===== src/rtl/mem_port_arbiter.sv =====
// mem_port_arbiter: shares one memory port between an instruction-side (m0)
// and a data-side (m1) requester. One transaction at a time, round-robin on
// ties, writes ahead of reads when one port presents both in the same cycle.
module mem_port_arbiter #(
  parameter int ADDR_WIDTH = 64,
  parameter int DATA_WIDTH = 64,
  parameter int MASK_WIDTH = 8
) (
  input  logic                  clk,
  input  logic                  rst,
  // m0: instruction side
  input  logic                  m0_r_request_valid,
  output logic                  m0_r_request_ready,
  input  logic [ADDR_WIDTH-1:0] m0_r_raddr,
  output logic                  m0_r_reply_valid,
  input  logic                  m0_r_reply_ready,
  output logic [DATA_WIDTH-1:0] m0_r_rdata,
  input  logic                  m0_w_request_valid,
  output logic                  m0_w_request_ready,
  input  logic [ADDR_WIDTH-1:0] m0_w_waddr,
  input  logic [DATA_WIDTH-1:0] m0_w_wdata,
  input  logic [MASK_WIDTH-1:0] m0_w_wmask,
  output logic                  m0_w_reply_valid,
  input  logic                  m0_w_reply_ready,
  // m1: data side
  input  logic                  m1_r_request_valid,
  output logic                  m1_r_request_ready,
  input  logic [ADDR_WIDTH-1:0] m1_r_raddr,
  output logic                  m1_r_reply_valid,
  input  logic                  m1_r_reply_ready,
  output logic [DATA_WIDTH-1:0] m1_r_rdata,
  input  logic                  m1_w_request_valid,
  output logic                  m1_w_request_ready,
  input  logic [ADDR_WIDTH-1:0] m1_w_waddr,
  input  logic [DATA_WIDTH-1:0] m1_w_wdata,
  input  logic [MASK_WIDTH-1:0] m1_w_wmask,
  output logic                  m1_w_reply_valid,
  input  logic                  m1_w_reply_ready,
  // s: shared memory
  output logic                  s_r_request_valid,
  input  logic                  s_r_request_ready,
  output logic [ADDR_WIDTH-1:0] s_r_raddr,
  input  logic                  s_r_reply_valid,
  output logic                  s_r_reply_ready,
  input  logic [DATA_WIDTH-1:0] s_r_rdata,
  output logic                  s_w_request_valid,
  input  logic                  s_w_request_ready,
  output logic [ADDR_WIDTH-1:0] s_w_waddr,
  output logic [DATA_WIDTH-1:0] s_w_wdata,
  output logic [MASK_WIDTH-1:0] s_w_wmask,
  input  logic                  s_w_reply_valid,
  output logic                  s_w_reply_ready,
  // status
  output logic [1:0]            grant,
  output logic                  busy
);

  typedef enum logic [1:0] {
    ST_IDLE = 2'd0,
    ST_REQ  = 2'd1,
    ST_RESP = 2'd2
  } state_t;

  // owner: 0 = m0, 1 = m1; op: 0 = read, 1 = write
  state_t state_r, state_nxt_s;
  logic   owner_r, owner_nxt_s;
  logic   op_r, op_nxt_s;
  logic   rr_last_r, rr_last_nxt_s;

  logic cand0_s, cand1_s, win_s, win_op_s;
  logic own_r_req_valid_s, own_w_req_valid_s;
  logic own_r_rep_ready_s, own_w_rep_ready_s;
  logic req_valid_s, req_ready_s, rep_valid_s, rep_ready_s;

  assign cand0_s = m0_r_request_valid | m0_w_request_valid;
  assign cand1_s = m1_r_request_valid | m1_w_request_valid;

  // Pick the winner: sole candidate wins, a tie goes to the port not served last.
  always_comb begin
    win_s    = 1'b0;
    win_op_s = 1'b0;
    if (cand0_s && cand1_s) begin
      win_s = ~rr_last_r;
    end else begin
      win_s = cand1_s;
    end
    if (win_s) begin
      win_op_s = m1_w_request_valid;
    end else begin
      win_op_s = m0_w_request_valid;
    end
  end

  // Select the current owner's handshake inputs.
  always_comb begin
    own_r_req_valid_s = 1'b0;
    own_w_req_valid_s = 1'b0;
    own_r_rep_ready_s = 1'b0;
    own_w_rep_ready_s = 1'b0;
    if (owner_r) begin
      own_r_req_valid_s = m1_r_request_valid;
      own_w_req_valid_s = m1_w_request_valid;
      own_r_rep_ready_s = m1_r_reply_ready;
      own_w_rep_ready_s = m1_w_reply_ready;
    end else begin
      own_r_req_valid_s = m0_r_request_valid;
      own_w_req_valid_s = m0_w_request_valid;
      own_r_rep_ready_s = m0_r_reply_ready;
      own_w_rep_ready_s = m0_w_reply_ready;
    end
  end

  // Handshake terms for the channel selected by op.
  always_comb begin
    req_valid_s = 1'b0;
    req_ready_s = 1'b0;
    rep_valid_s = 1'b0;
    rep_ready_s = 1'b0;
    if (op_r) begin
      req_valid_s = own_w_req_valid_s;
      req_ready_s = s_w_request_ready;
      rep_valid_s = s_w_reply_valid;
      rep_ready_s = own_w_rep_ready_s;
    end else begin
      req_valid_s = own_r_req_valid_s;
      req_ready_s = s_r_request_ready;
      rep_valid_s = s_r_reply_valid;
      rep_ready_s = own_r_rep_ready_s;
    end
  end

  // Next-state logic: arbitrate in IDLE, forward request in REQ, await reply in RESP.
  always_comb begin
    state_nxt_s   = state_r;
    owner_nxt_s   = owner_r;
    op_nxt_s      = op_r;
    rr_last_nxt_s = rr_last_r;
    case (state_r)
      ST_IDLE: begin
        if (cand0_s || cand1_s) begin
          state_nxt_s   = ST_REQ;
          owner_nxt_s   = win_s;
          op_nxt_s      = win_op_s;
          rr_last_nxt_s = win_s;
        end else begin
          state_nxt_s = ST_IDLE;
        end
      end
      ST_REQ: begin
        // A withdrawn request returns to IDLE without touching the memory.
        if (!req_valid_s) begin
          state_nxt_s = ST_IDLE;
        end else if (req_ready_s) begin
          state_nxt_s = ST_RESP;
        end else begin
          state_nxt_s = ST_REQ;
        end
      end
      ST_RESP: begin
        if (rep_valid_s && rep_ready_s) begin
          state_nxt_s = ST_IDLE;
        end else begin
          state_nxt_s = ST_RESP;
        end
      end
      default: begin
        state_nxt_s = ST_IDLE;
      end
    endcase
  end

  // State, owner, op and round-robin history registers; reset abandons any transaction.
  always_ff @(posedge clk or posedge rst) begin
    if (rst) begin
      state_r   <= ST_IDLE;
      owner_r   <= 1'b0;
      op_r      <= 1'b0;
      rr_last_r <= 1'b0;
    end else begin
      state_r   <= state_nxt_s;
      owner_r   <= owner_nxt_s;
      op_r      <= op_nxt_s;
      rr_last_r <= rr_last_nxt_s;
    end
  end

  // Status decoded purely from registered state.
  always_comb begin
    grant = 2'b00;
    busy  = 1'b0;
    if (state_r != ST_IDLE) begin
      busy  = 1'b1;
      grant = owner_r ? 2'b10 : 2'b01;
    end else begin
      busy  = 1'b0;
      grant = 2'b00;
    end
  end

  // Route the owner's selected channel to the memory; everything else held at zero.
  always_comb begin
    m0_r_request_ready = 1'b0;
    m0_w_request_ready = 1'b0;
    m0_r_reply_valid   = 1'b0;
    m0_w_reply_valid   = 1'b0;
    m0_r_rdata         = '0;
    m1_r_request_ready = 1'b0;
    m1_w_request_ready = 1'b0;
    m1_r_reply_valid   = 1'b0;
    m1_w_reply_valid   = 1'b0;
    m1_r_rdata         = '0;
    s_r_request_valid  = 1'b0;
    s_r_raddr          = '0;
    s_r_reply_ready    = 1'b0;
    s_w_request_valid  = 1'b0;
    s_w_waddr          = '0;
    s_w_wdata          = '0;
    s_w_wmask          = '0;
    s_w_reply_ready    = 1'b0;
    case (state_r)
      ST_REQ: begin
        if (op_r) begin
          s_w_request_valid = own_w_req_valid_s;
          if (owner_r) begin
            s_w_waddr          = m1_w_waddr;
            s_w_wdata          = m1_w_wdata;
            s_w_wmask          = m1_w_wmask;
            m1_w_request_ready = s_w_request_ready;
          end else begin
            s_w_waddr          = m0_w_waddr;
            s_w_wdata          = m0_w_wdata;
            s_w_wmask          = m0_w_wmask;
            m0_w_request_ready = s_w_request_ready;
          end
        end else begin
          s_r_request_valid = own_r_req_valid_s;
          if (owner_r) begin
            s_r_raddr          = m1_r_raddr;
            m1_r_request_ready = s_r_request_ready;
          end else begin
            s_r_raddr          = m0_r_raddr;
            m0_r_request_ready = s_r_request_ready;
          end
        end
      end
      ST_RESP: begin
        if (op_r) begin
          s_w_reply_ready = own_w_rep_ready_s;
          if (owner_r) begin
            m1_w_reply_valid = s_w_reply_valid;
          end else begin
            m0_w_reply_valid = s_w_reply_valid;
          end
        end else begin
          s_r_reply_ready = own_r_rep_ready_s;
          if (owner_r) begin
            m1_r_reply_valid = s_r_reply_valid;
            m1_r_rdata       = s_r_rdata;
          end else begin
            m0_r_reply_valid = s_r_reply_valid;
            m0_r_rdata       = s_r_rdata;
          end
        end
      end
      default: begin
        s_r_request_valid = 1'b0;
      end
    endcase
  end

endmodule


===== config.mk =====
export PLATFORM = sky130hd
export DESIGN_NAME = mem_port_arbiter
export DESIGN_NICKNAME = d
export VERILOG_FILES = /design/src/rtl/mem_port_arbiter.sv
export SDC_FILE = /design/constraint.sdc
export NUM_CORES = 1
export LEC_CHECK = 0
export ABC_CLOCK_PERIOD_IN_PS = 1500
export CORE_AREA = 3 3 321 323
export DETAILED_ROUTE_END_ITERATION = 12
export DIE_AREA = 0 0 324 326
export GPL_TIMING_DRIVEN = 0
export PLACE_DENSITY = 0.3
export SYNTH_ARGS = -nofsm -noshare
export SYNTH_HDL_FRONTEND = slang
export SYNTH_SLANG_ARGS = --single-unit

===== constraint.sdc =====
create_clock -name clk -period 1.5 [get_ports clk]
set_clock_uncertainty 0.1 [all_clocks]
set_input_delay 0.3 -clock clk [delete_from_list [all_inputs] [get_ports clk]]
set_output_delay 0.3 -clock clk [all_outputs]
set_load 0.005 [all_outputs]

==> qor.log <==
qor: logic_synthesis.synth-compound-area-share 1.79%
qor: final_layout.share_of_layout_cells_above_drive_strength_1 61.5%
qor: pwr.p_leak 8.38 nW
qor: worst_setup_path.timing.critical_path.slowest_cell_delay 480 ps
qor: worst_setup_path.cpMaxStageDelayCell sky130_fd_sc_hd__or3b_4
qor: placement.count_of_buffers_inserted_at_the_top_level_ports 820
qor: sta.period_share 154%
qor: placement.dp_hpwl 63300 µm
qor: detailed_routing.drt_first_pass_iters 4
qor: detailed_routing.via_per_inst 3.15
qor: final_layout.syn2layout_area_growth 382%
qor: clock_tree.total_clock_buffers_created_by_cts 3
qor: flow_run.cap_violations 0
qor: detailed_routing.detail_route.iter0.violations 338
qor: placement.place_congestion 0.874
qor: global_routing.grt_pass1_wl 90700 µm
qor: clock_tree.htreeDepth 1
qor: clock_tree.cts.root.buffer_cell sky130_fd_sc_hd__clkbuf_16
qor: placement.dp.cells 2774
qor: logic_synthesis.syn_avg_cell_area 6.62 µm²
qor: pwr.power_per_cell_area 1570 nW/µm²
qor: clock_tree.cts.hold.buffers_added 0
qor: detailed_routing.routed-via-count 9399
qor: logic_synthesis.mappedNetlistArea 4340 µm²
qor: logic_synthesis.post_synth_cell_types 27
qor: worst_setup_path.crit-reg2reg-launch rr_last_r
qor: sta.clock.fmax 0.434 GHz
qor: logic_synthesis.synth_seq_area_share 2.30%
qor: final_layout.multi_input_area 7050 µm²
qor: sta.finalHoldViolCount 0
qor: worst_setup_path.crit_required 1100 ps
qor: sta.worst-slew-pin-transition 520 ps
qor: sta.post_route_setup_slack -804 ps
qor: final_layout.layoutNonFillerInstCount 2983
qor: status.outcome finished, violations left
qor: worst_setup_path.critPathMostFrequentCell sky130_fd_sc_hd__buf_12
qor: worst_hold_path.min-delay-path-class in2async
qor: detailed_routing.wl_per_cell 25.1 µm
qor: clock_tree.clock_tree_from_tritoncts yes
qor: logic_synthesis.synth.yosys.warnings 0
qor: global_routing.grt_start_max_net_pins 12
qor: detailed_routing.ant_nets 0
qor: global_routing.global_route.overflow_total 0
qor: final_layout.number_of_fillers_in_the_final_layout 11.0k
qor: worst_setup_path.critPathArrivalTime 1900 ps
qor: worst_setup_path.cp.buffers_inverters 4
qor: worst_setup_path.critical_path.max_fanout 6
qor: worst_setup_path.rrSetupSlack -180 ps
qor: final_layout.register_area 104 µm²
qor: logic_synthesis.synth-seq-cells 4
qor: clock_tree.clk_latency 220 ps
qor: sta.final_min_period 2300 ps
qor: sta.rsz_0062_raised_after_global_routing yes
qor: worst_setup_path.kind_of_start_point_of_the_critical_path flip-flop
qor: status.failed_checks negative setup slack
qor: sta.finalSetupViolations 347
qor: floorplan.floorplan.die.width 324 µm
qor: floorplan.core-area 100000 µm²
qor: sta.slew_viol_final 0
qor: logic_synthesis.synth_fp_nets 1134
qor: floorplan.rows 116
qor: logic_synthesis.synthSimpleGateAreaFrac 39.0%
qor: floorplan.die_area 106000 µm²
qor: logic_synthesis.synth-adder-area-share 0%
qor: sta.timing.slew.headroom 64.6%
qor: worst_setup_path.reg2reg_to state_r[1]
qor: final_layout.antennaDiodeCount 0
qor: logic_synthesis.largest_family_of_logic_cells_by_synthesized_area multiplexers
qor: final_layout.layout.nets 2165
qor: detailed_routing.drc 0
qor: logic_synthesis.post_synth_mux_area_share 47.5%
qor: logic_synthesis.post_synth_xor_area_fraction 0%
qor: clock_tree.tritoncts_num_sinks 4
qor: global_routing.gr-usage-all-layers 12.7%
qor: pwr.power.ir.vdd_worst 0.647 mV
qor: worst_setup_path.timing.critical_path.to_type output pin
qor: worst_setup_path.timing.reg2reg.worst_path_depth 7
qor: global_routing.first_global_vias 9527
qor: floorplan.io_pins 821
qor: worst_setup_path.cpLargestDelayFamily simple AND/OR/NAND/NOR gates
qor: clock_tree.cts.reportedPaths.clkPinSlew 30 ps
qor: floorplan.starting_density_of_the_core 4.34%
qor: detailed_routing.wirelength 74900 µm
qor: worst_setup_path.cp_cell_sequence or3b_4 > buf_12 > clkbuf_16 > buf_12 > nor2_4 > buf_2
qor: final_layout.final_util 20.9%
qor: global_routing.initial_antenna_violation_count 0
qor: clock_tree.cts_buffer_depth 2
qor: logic_synthesis.gate_count_of_the_mapped_netlist 656
qor: floorplan.fp.dieH 326 µm
qor: worst_setup_path.critPathKind reg2out
## cell families (layout without fill, tap and decap cells)
logic type	count (synthesis)	after routing
flip-flops	4	4
buffers and inverters	80	1109
AND/OR/NAND/NOR	355	355
multiplexers	206	206
AO/OA/AOI/OAI	11	11
## power by group
| group | total [mW] | switching, mW | internal [mW] |
|---|---|---|---|
| combinational | 32.3 | 14.0 | 18.3 |
| clock | 0.415 | 0.0743 | 0.340 |
| sequential | 0.234 | 0.0681 | 0.166 |
## per-stage QoR
stage | instance area, µm² | worst slack (ps) | hold WS (ps) | power [mW] | setup TNS (ps)
2_1_floorplan | 4670 | -170 | -33.9 | 7.06 | -14590
3_3_place_gp | 14500 | -2160 | 430 | 17.1 | -391740
3_5_place_dp | 14500 | -2230 | 436 | 17.2 | -394830
4_1_cts | 17700 | -860 | 206 | 25.5 | -247130
5_1_grt | 20900 | -863 | 225 | 34.6 | -242200
6_report | 20900 | -804 | 203 | 33.0 | -223670
## per-layer routing
layer,wire length [µm],global-route usage (%),up-vias
met5,0,0,-
met4,468,0.651,0
met3,5330,2.71,19
met2,35000,21.1,456
met1,34100,17.4,4557
li1,-,-,4367
## registers in the layout, summed over array words and instances, names as in the netlist
register,count
op_r,1
state_r,2
rr_last_r,1
## cell usage after synthesis
| cell | instances | area [µm²] |
|---|---|---|
| sky130_fd_sc_hd__nor2_1 | 212 | 796 |
| sky130_fd_sc_hd__mux2i_1 | 205 | 2050 |
| sky130_fd_sc_hd__and3_1 | 128 | 801 |
| sky130_fd_sc_hd__buf_2 | 37 | 185 |
| sky130_fd_sc_hd__clkbuf_1 | 28 | 105 |
| sky130_fd_sc_hd__buf_6 | 7 | 78.8 |
| sky130_fd_sc_hd__inv_1 | 5 | 18.8 |
| sky130_fd_sc_hd__dfrtp_1 | 4 | 100 |
| sky130_fd_sc_hd__nor3_1 | 4 | 20.0 |
| sky130_fd_sc_hd__nand2_1 | 3 | 11.3 |
| sky130_fd_sc_hd__o22ai_1 | 3 | 18.8 |
| sky130_fd_sc_hd__and2b_1 | 2 | 15.0 |
| sky130_fd_sc_hd__and4b_1 | 2 | 20.0 |
| sky130_fd_sc_hd__buf_4 | 2 | 15.0 |
| sky130_fd_sc_hd__nand2b_1 | 2 | 12.5 |
| sky130_fd_sc_hd__a21boi_0 | 1 | 7.51 |
| sky130_fd_sc_hd__a21o_1 | 1 | 7.51 |
| sky130_fd_sc_hd__a21oi_1 | 1 | 5.00 |
| sky130_fd_sc_hd__a22oi_1 | 1 | 7.51 |
| sky130_fd_sc_hd__clkbuf_2 | 1 | 5.00 |
| sky130_fd_sc_hd__mux2_2 | 1 | 11.3 |
| sky130_fd_sc_hd__nand3b_1 | 1 | 7.51 |
| sky130_fd_sc_hd__o21ai_0 | 1 | 5.00 |
| sky130_fd_sc_hd__o22a_1 | 1 | 8.76 |
| sky130_fd_sc_hd__o31ai_1 | 1 | 7.51 |
| sky130_fd_sc_hd__o32a_1 | 1 | 10.0 |
| sky130_fd_sc_hd__or3b_4 | 1 | 11.3 |
## final cells by class
type	count	share of cell area, %
buffer	64	5.90
clock buffer	3	0.359
inverter	5	0.120
multi-input combinational	572	33.7
sequential	4	0.496
tap	1298	7.76
timing repair buffer	1037	51.7
## timing repair
item,in CTS,in global routing
endpoints found under the hold margin,0,0
gates cloned,13,31
gates resized for setup,1421,1047
buffers inserted,64,117
endpoints found under the setup margin,347,347
pin swaps,77,96
## worst max-delay path by stage
| stage | cells after the start | to | slack [ps] | start |
|---|---|---|---|---|
| 3_5_place_dp | 6 | s_w_wdata[49] | -2230 | rr_last_r |
| 4_1_cts | 7 | s_r_raddr[8] | -860 | op_r |
| 5_1_grt | 6 | s_r_raddr[8] | -860 | op_r |
| 6_report | 6 | s_r_raddr[6] | -800 | op_r |
| 2_1_floorplan | 5 | s_r_raddr[54] | -170 | op_r |
| 3_3_place_gp | 6 | s_w_wdata[49] | -2160 | rr_last_r |
## cells in the final DEF, fill, tap and decap left out, drive strengths merged
master         synthesis  layout
buf                   46     557
clkdlybuf4s50          0     477
nor2                 212     212
mux2i                205     205
and3                 128     128
clkbuf                29      68
inv                    5       4
nor3                   4       4
dfrtp                  4       4
nand2                  3       3
o22ai                  3       3
and2b                  2       2
dlymetal6s2s           0       2
nand2b                 2       2
and4b                  2       2
a21boi                 1       1
o32a                   1       1
a21oi                  1       1
mux2                   1       1
or3b                   1       1
nand3b                 1       1
o22a                   1       1
a21o                   1       1
clkinvlp               0       1
a22oi                  1       1
o21ai                  1       1
o31ai                  1       1
No activity file was read; power rests on OpenSTA's default activity.
